<file path="src/rtl/alarm_buzzer_if.sv">
// Bundles the alarm inputs, mute and buzzer/status outputs of alarm_buzzer.
// The master side drives alarms and mute; the slave side is the buzzer block.
interface alarm_buzzer_if #(
  parameter int ALARMS_CNT = 7
);
  logic [ALARMS_CNT-1:0] alarm_i;
  logic                  mute_i;
  logic                  buzzer_o;
  logic                  active_o;
  logic [ALARMS_CNT-1:0] alarms_q_o;

  modport master (
    output alarm_i,
    output mute_i,
    input  buzzer_o,
    input  active_o,
    input  alarms_q_o
  );

  modport slave (
    input  alarm_i,
    input  mute_i,
    output buzzer_o,
    output active_o,
    output alarms_q_o
  );
endinterface

</file>
<file path="src/rtl/alarm_buzzer.sv">
// Merges all alarm channels into one piezo drive.
// While any alarm is set, it plays groups of square-wave beeps separated by gaps and a longer pause.
module alarm_buzzer #(
  parameter int ALARMS_CNT      = 7,
  parameter int CLK_FREQ        = 50_000_000,
  parameter int TONE_HZ         = 2000,
  parameter int BEEP_ON_MS      = 200,
  parameter int BEEP_OFF_MS     = 200,
  parameter int BEEPS_PER_GROUP = 4,
  parameter int GROUP_PAUSE_MS  = 800
) (
  input  logic            clk_i,
  input  logic            rst_i,
  alarm_buzzer_if.slave   bus
);

  localparam int HALF      = CLK_FREQ / (2 * TONE_HZ);
  localparam int ON_CYC    = CLK_FREQ / 1000 * BEEP_ON_MS;
  localparam int OFF_CYC   = CLK_FREQ / 1000 * BEEP_OFF_MS;
  localparam int PAUSE_CYC = CLK_FREQ / 1000 * GROUP_PAUSE_MS;
  localparam int MAX_A     = (ON_CYC > OFF_CYC) ? ON_CYC : OFF_CYC;
  localparam int MAX_CYC   = (MAX_A > PAUSE_CYC) ? MAX_A : PAUSE_CYC;
  localparam int PW        = (MAX_CYC > 1) ? $clog2(MAX_CYC) : 1;
  localparam int TW        = (HALF > 1) ? $clog2(HALF) : 1;
  localparam int IW        = (BEEPS_PER_GROUP > 1) ? $clog2(BEEPS_PER_GROUP) : 1;

  localparam logic [PW-1:0] ON_LOAD    = PW'(ON_CYC - 1);
  localparam logic [PW-1:0] OFF_LOAD   = PW'(OFF_CYC - 1);
  localparam logic [PW-1:0] PAUSE_LOAD = PW'(PAUSE_CYC - 1);
  localparam logic [TW-1:0] TONE_LAST  = TW'(HALF - 1);
  localparam logic [IW-1:0] IDX_LAST   = IW'(BEEPS_PER_GROUP - 1);

  typedef enum logic [1:0] {IDLE, BEEP, GAP, PAUSE} state_t;

  state_t                state, next_state;
  logic [PW-1:0]         phase, next_phase;
  logic [IW-1:0]         beep_idx, next_beep_idx;
  logic [TW-1:0]         tone_cnt, next_tone_cnt;
  logic                  tone_q, next_tone_q;
  logic [ALARMS_CNT-1:0] alarms_q;
  logic                  buzzer_q;
  logic                  any_q;

  assign any_q          = |alarms_q;
  assign bus.alarms_q_o = alarms_q;
  assign bus.buzzer_o   = buzzer_q;
  assign bus.active_o   = (state != IDLE);

  always_ff @(posedge clk_i or negedge rst_i) begin
    if (!rst_i) begin
      state    <= IDLE;
      phase    <= '0;
      beep_idx <= '0;
      tone_cnt <= '0;
      tone_q   <= 1'b0;
      alarms_q <= '0;
      buzzer_q <= 1'b0;
    end else begin
      state    <= next_state;
      phase    <= next_phase;
      beep_idx <= next_beep_idx;
      tone_cnt <= next_tone_cnt;
      tone_q   <= next_tone_q;
      alarms_q <= bus.alarm_i;
      buzzer_q <= (next_state == BEEP) & next_tone_q & ~bus.mute_i;
    end
  end

  // Losing every alarm wins over phase expiry; every beep restarts its tone high.
  always_comb begin
    next_state    = state;
    next_phase    = phase;
    next_beep_idx = beep_idx;
    next_tone_cnt = tone_cnt;
    next_tone_q   = tone_q;
    if (!any_q) begin
      next_state    = IDLE;
      next_phase    = '0;
      next_beep_idx = '0;
      next_tone_cnt = '0;
      next_tone_q   = 1'b0;
    end else begin
      case (state)
        IDLE: begin
          next_state    = BEEP;
          next_phase    = ON_LOAD;
          next_beep_idx = '0;
          next_tone_cnt = '0;
          next_tone_q   = 1'b1;
        end
        BEEP: begin
          if (tone_cnt == TONE_LAST) begin
            next_tone_cnt = '0;
            next_tone_q   = ~tone_q;
          end else begin
            next_tone_cnt = tone_cnt + TW'(1);
          end
          if (phase == '0) begin
            if (beep_idx == IDX_LAST) begin
              next_state = PAUSE;
              next_phase = PAUSE_LOAD;
            end else begin
              next_state    = GAP;
              next_phase    = OFF_LOAD;
              next_beep_idx = beep_idx + IW'(1);
            end
          end else begin
            next_phase = phase - PW'(1);
          end
        end
        GAP, PAUSE: begin
          if (phase == '0) begin
            next_state    = BEEP;
            next_phase    = ON_LOAD;
            next_tone_cnt = '0;
            next_tone_q   = 1'b1;
            if (state == PAUSE) next_beep_idx = '0;
          end else begin
            next_phase = phase - PW'(1);
          end
        end
        default: next_state = IDLE;
      endcase
    end
  end

endmodule

</file>
<file path="src/flat_wrapper.sv">
// flat-port wrapper written by rule: the top's interface ports become plain ports
module alarm_buzzer_flat 
#(
  parameter int ALARMS_CNT      = 7,
  parameter int CLK_FREQ        = 50_000_000,
  parameter int TONE_HZ         = 2000,
  parameter int BEEP_ON_MS      = 200,
  parameter int BEEP_OFF_MS     = 200,
  parameter int BEEPS_PER_GROUP = 4,
  parameter int GROUP_PAUSE_MS  = 800
)
  (clk_i, rst_i, bus_alarm_i, bus_mute_i, bus_buzzer_o, bus_active_o, bus_alarms_q_o);
  alarm_buzzer_if #(.ALARMS_CNT(ALARMS_CNT)) bus_i ();
  input  logic clk_i;
  input  logic rst_i;
  input wire logic [$bits(bus_i.alarm_i)-1:0] bus_alarm_i;
  input wire logic [$bits(bus_i.mute_i)-1:0] bus_mute_i;
  output wire logic [$bits(bus_i.buzzer_o)-1:0] bus_buzzer_o;
  output wire logic [$bits(bus_i.active_o)-1:0] bus_active_o;
  output wire logic [$bits(bus_i.alarms_q_o)-1:0] bus_alarms_q_o;
  assign bus_i.alarm_i = bus_alarm_i;
  assign bus_i.mute_i = bus_mute_i;
  assign bus_buzzer_o = bus_i.buzzer_o;
  assign bus_active_o = bus_i.active_o;
  assign bus_alarms_q_o = bus_i.alarms_q_o;
  alarm_buzzer #(.ALARMS_CNT(ALARMS_CNT), .CLK_FREQ(CLK_FREQ), .TONE_HZ(TONE_HZ), .BEEP_ON_MS(BEEP_ON_MS), .BEEP_OFF_MS(BEEP_OFF_MS), .BEEPS_PER_GROUP(BEEPS_PER_GROUP), .GROUP_PAUSE_MS(GROUP_PAUSE_MS)) u_core (.clk_i(clk_i), .rst_i(rst_i), .bus(bus_i));
endmodule
</file>
<file path="config.mk">
export PLATFORM = sky130hd
export DESIGN_NAME = alarm_buzzer_flat
export DESIGN_NICKNAME = d
export VERILOG_FILES = /design/src/rtl/alarm_buzzer_if.sv /design/src/rtl/alarm_buzzer.sv /design/src/flat_wrapper.sv
export SDC_FILE = /design/constraint.sdc
export NUM_CORES = 1
export LEC_CHECK = 0
export CORE_ASPECT_RATIO = 0.7
export CORE_MARGIN = 2
export CORE_UTILIZATION = 53
export DETAILED_ROUTE_END_ITERATION = 10
export PLACE_DENSITY = 0.83
export SLEW_MARGIN = 20
export SYNTH_ARGS = -nofsm -noshare
export SYNTH_HDL_FRONTEND = slang
export SYNTH_SLANG_ARGS = --single-unit
export TNS_END_PERCENT = 50
</file>
<file path="constraint.sdc">
create_clock -name clk_i -period 2 [get_ports clk_i]
set_input_delay 0.4 -clock clk_i [delete_from_list [all_inputs] [get_ports clk_i]]
set_output_delay 0.4 -clock clk_i [all_outputs]
set_load 0.1 [all_outputs]
</file>
==> results.json <==
{
  "io_pins": 19,
  "h-tree-depth": 2,
  "first_iter_violations": 353,
  "cap_violations": 0,
  "violations": "negative setup slack",
  "crit_chain": "or4_4 > buf_6 > nor3_4 > buf_4 > a311oi_4 > buf_4 > mux2_4",
  "synth_cell_types": 52,
  "hpwl_mm": 5.038,
  "synth_area_um2": 2709,
  "synth_seq_cells": 53,
  "reg2reg_depth": 7,
  "setup_ws_ns": -0.2019,
  "avgSynthCellArea_um2": 9.959,
  "max-slew-margin-rel": 0.4508,
  "synth_top_area_frac": 0.4896,
  "hold_slack_ns": 0.1727,
  "ys_top_cells_by_area": "dfrtp_1, a21oi_1, xnor2_1, nor2_1, nor3_1",
  "fin_crit_sh": 1.101,
  "yosysSeqAreaShare": 0.4896,
  "antenna_cells": 0,
  "drc": 0,
  "core_area_um2": 4861,
  "start_kind": "register",
  "crit_type": "reg2reg",
  "grt_pass1_vias": 2520,
  "drive_gt1_frac": 0.3938,
  "setup_viol": 41,
  "synth-main-ff-cell": "dfrtp_1",
  "crit_family": "simple AND/OR/NAND/NOR gates",
  "io_buffers": 18,
  "num_rows": 21,
  "max_freq_ghz": 0.4542,
  "crit_buf_inv": 3,
  "max-vdd-ir-drop_uv": 688.5,
  "maxSlewViolCount": 0,
  "start_util": 0.5573,
  "worst_slew_pin_slew_ns": 0.8237,
  "critPathCaptureType": "register",
  "antenna_found_initial": 0,
  "worstSetupPathDepth": 7,
  "fin_skew_ns": 0.01130,
  "status": "finished, violations left",
  "worst_hold_path_type": "in2async",
  "globalRoute.totalOverflow": 0,
  "final_core_util": 0.7967,
  "gp_congestion": 0.9577,
  "critical_path.most_common_cell": "buf_4",
  "grt_max_degree": 34,
  "track_usage": 0.2873,
  "crit_required_ns": 2.21,
  "ant_nets": 0,
  "final_nets": 365,
  "cts-hold-fix-buffers": 0,
  "critPathSlowestCell": "or4_4",
  "die_w_um": 89.45,
  "grt_pass1_wl_mm": 12.28,
  "crit_arrival_ns": 2.41,
  "cts_buffers": 5,
  "synth_edf_count": 0,
  "critPathMaxStageDelay_ns": 0.56,
  "dieArea_um2": 5708,
  "cts_root_buf": "clkbuf_8",
  "cts_tree": "yes",
  "min_period_ns": 2.202,
  "cp_max_fo": 7,
  "yosys.area.top_type": "dfrtp_1",
  "yosysWarningCount": 0,
  "drt_pre_antenna_iters": 6,
  "wl_mm": 8.508,
  "p_leak_nw": 1.679,
  "netlist_instances": 272,
  "via_per_inst": 6.367,
  "fill_cells": 264,
  "vias": 2687,
  "power.density_nw_per_um2": 889.8,
  "clk_path_buf_depth": 2,
  "clk_pin_slew_ns": 0.10,
  "synth_nets": 285,
  "finalHoldViolCount": 0,
  "cts.sinks": 53,
  "rsz0062_at_grt": "yes",
  "clock_latency_ns": 0.32,
  "synthArstFlopShare": 1.000,
  "area_growth_pct": 42.96,
  "routedWlPerCell_um": 20.16,
  "die_h_um": 63.82
}
## report_power, final
group / internal [mW] / switching [mW] / leakage, nW
Clock: 0.497 / 0.379 / 0.0681
Sequential: 1.27 / 0.215 / 0.657
Combinational: 0.539 / 0.547 / 0.954
## registers in the layout (all words and copies together) (netlist names)
name / count
u_core.beep_idx: 2
u_core.phase: 26
u_core.bus.buzzer_o: 1
u_core.state: 2
u_core.tone_q: 1
u_core.tone_cnt: 14
u_core.bus.alarms_q_o: 7
## per-stage QoR
step                      TNS (ns)  worst slack (ns)  area, um^2  std cells  power (mW)
final                       -3.513           -0.2019        3872        422       3.446
after global routing        -5.396           -0.2420        3872        422       3.583
after CTS                  -0.2793          -0.08284        3649        414       3.224
after detailed placement    -1.896           -0.1735        3403        400       2.327
after global placement     -0.3920           -0.1530        3403        400       2.284
after floorplan             -2.901           -0.1384        2778        272       1.929
## cell type report
class                      count  area [um^2]  share of cell area
clock buffer                   5        68.82             0.01777
inverter                       4        15.01            0.003877
clock inverter                 3        65.06             0.01680
tap                           69        86.33             0.02229
multi-input combinational    205         1572              0.4058
sequential                    53         1336              0.3451
timing repair buffer          83        729.5              0.1884
## path summary, 6_finish.rpt
check / start / endpoint / slack (ns)
setup / recovery: u_core.phase[16] / u_core.tone_cnt[0] / -0.20
hold / removal: rst_i / u_core.bus.alarms_q_o[6] / 0.17
setup reg to reg: u_core.phase[16] / u_core.tone_cnt[0] / -0.20
hold reg to reg: u_core.phase[25] / u_core.phase[25] / 0.53
max in group asynchronous: rst_i / u_core.phase[12] / 1.23
min in group clk_i: bus_alarm_i[2] / u_core.bus.alarms_q_o[2] / 0.50
## timing repair
| action | in CTS | in global routing |
|---|---|---|
| pin swaps | 15 | 9 |
| gates cloned | 1 | 0 |
| endpoints found under the setup margin | 44 | 42 |
| buffers inserted | 5 | 8 |
| resized for setup | 25 | 33 |
## cell families (layout without fill, tap and decap cells)
family                     Yosys count  after routing  share of synthesized area
adders and majority gates            3              3                    0.01386
and+or+nand+nor                    117            118                     0.2540
muxes                                5              5                    0.01894
AOI/OAI and AO/OA                   62             62                     0.1423
DFF                                 53             53                     0.4896
xor gates and xnor gates            17             17                    0.05496
buffers and inverters               15             95                    0.02632
## cell usage after synthesis (all sizes together), types with 6 or more instances
| master | instances |
|---|---|
| a21oi | 24 |
| clkbuf | 6 |
| dfrtp | 53 |
| nand2 | 18 |
| nand3 | 10 |
| nand4 | 7 |
| nor2 | 21 |
| nor3 | 16 |
| nor4 | 11 |
| o21ai | 15 |
| or3 | 7 |
| xnor2 | 11 |
| xor2 | 6 |
## placed cells by master (no fill, tap or decap), drive strengths merged, types with 2 or more instances in the layout
| master | synthesis | final |
|---|---|---|
| a211oi | 3 | 3 |
| a21o | 3 | 3 |
| a21oi | 24 | 24 |
| a22o | 3 | 3 |
| a311oi | 5 | 5 |
| a31oi | 4 | 4 |
| and2 | 3 | 4 |
| and3 | 3 | 3 |
| and4 | 2 | 2 |
| buf | 5 | 75 |
| bufinv | 0 | 2 |
| clkbuf | 6 | 5 |
| clkdlybuf4s50 | 0 | 8 |
| dfrtp | 53 | 53 |
| ha | 3 | 3 |
| inv | 4 | 4 |
| mux2i | 4 | 4 |
| nand2 | 18 | 18 |
| nand3 | 10 | 10 |
| nand3b | 2 | 2 |
| nand4 | 7 | 7 |
| nand4b | 2 | 2 |
| nor2 | 21 | 21 |
| nor2b | 4 | 4 |
| nor3 | 16 | 16 |
| nor4 | 11 | 11 |
| o21ai | 15 | 15 |
| o21bai | 2 | 2 |
| or2 | 4 | 4 |
| or3 | 7 | 7 |
| or4 | 5 | 5 |
| xnor2 | 11 | 11 |
| xor2 | 6 | 6 |
## metal layers
layer	track usage	routed length [um]	up-vias
li1	-	-	1160
met1	0.4135	3548	1335
met2	0.4398	3982	167
met3	0.06848	780	25
met4	0.07276	196	0
met5	0	0	-
(Power assumes the default switching activity.)
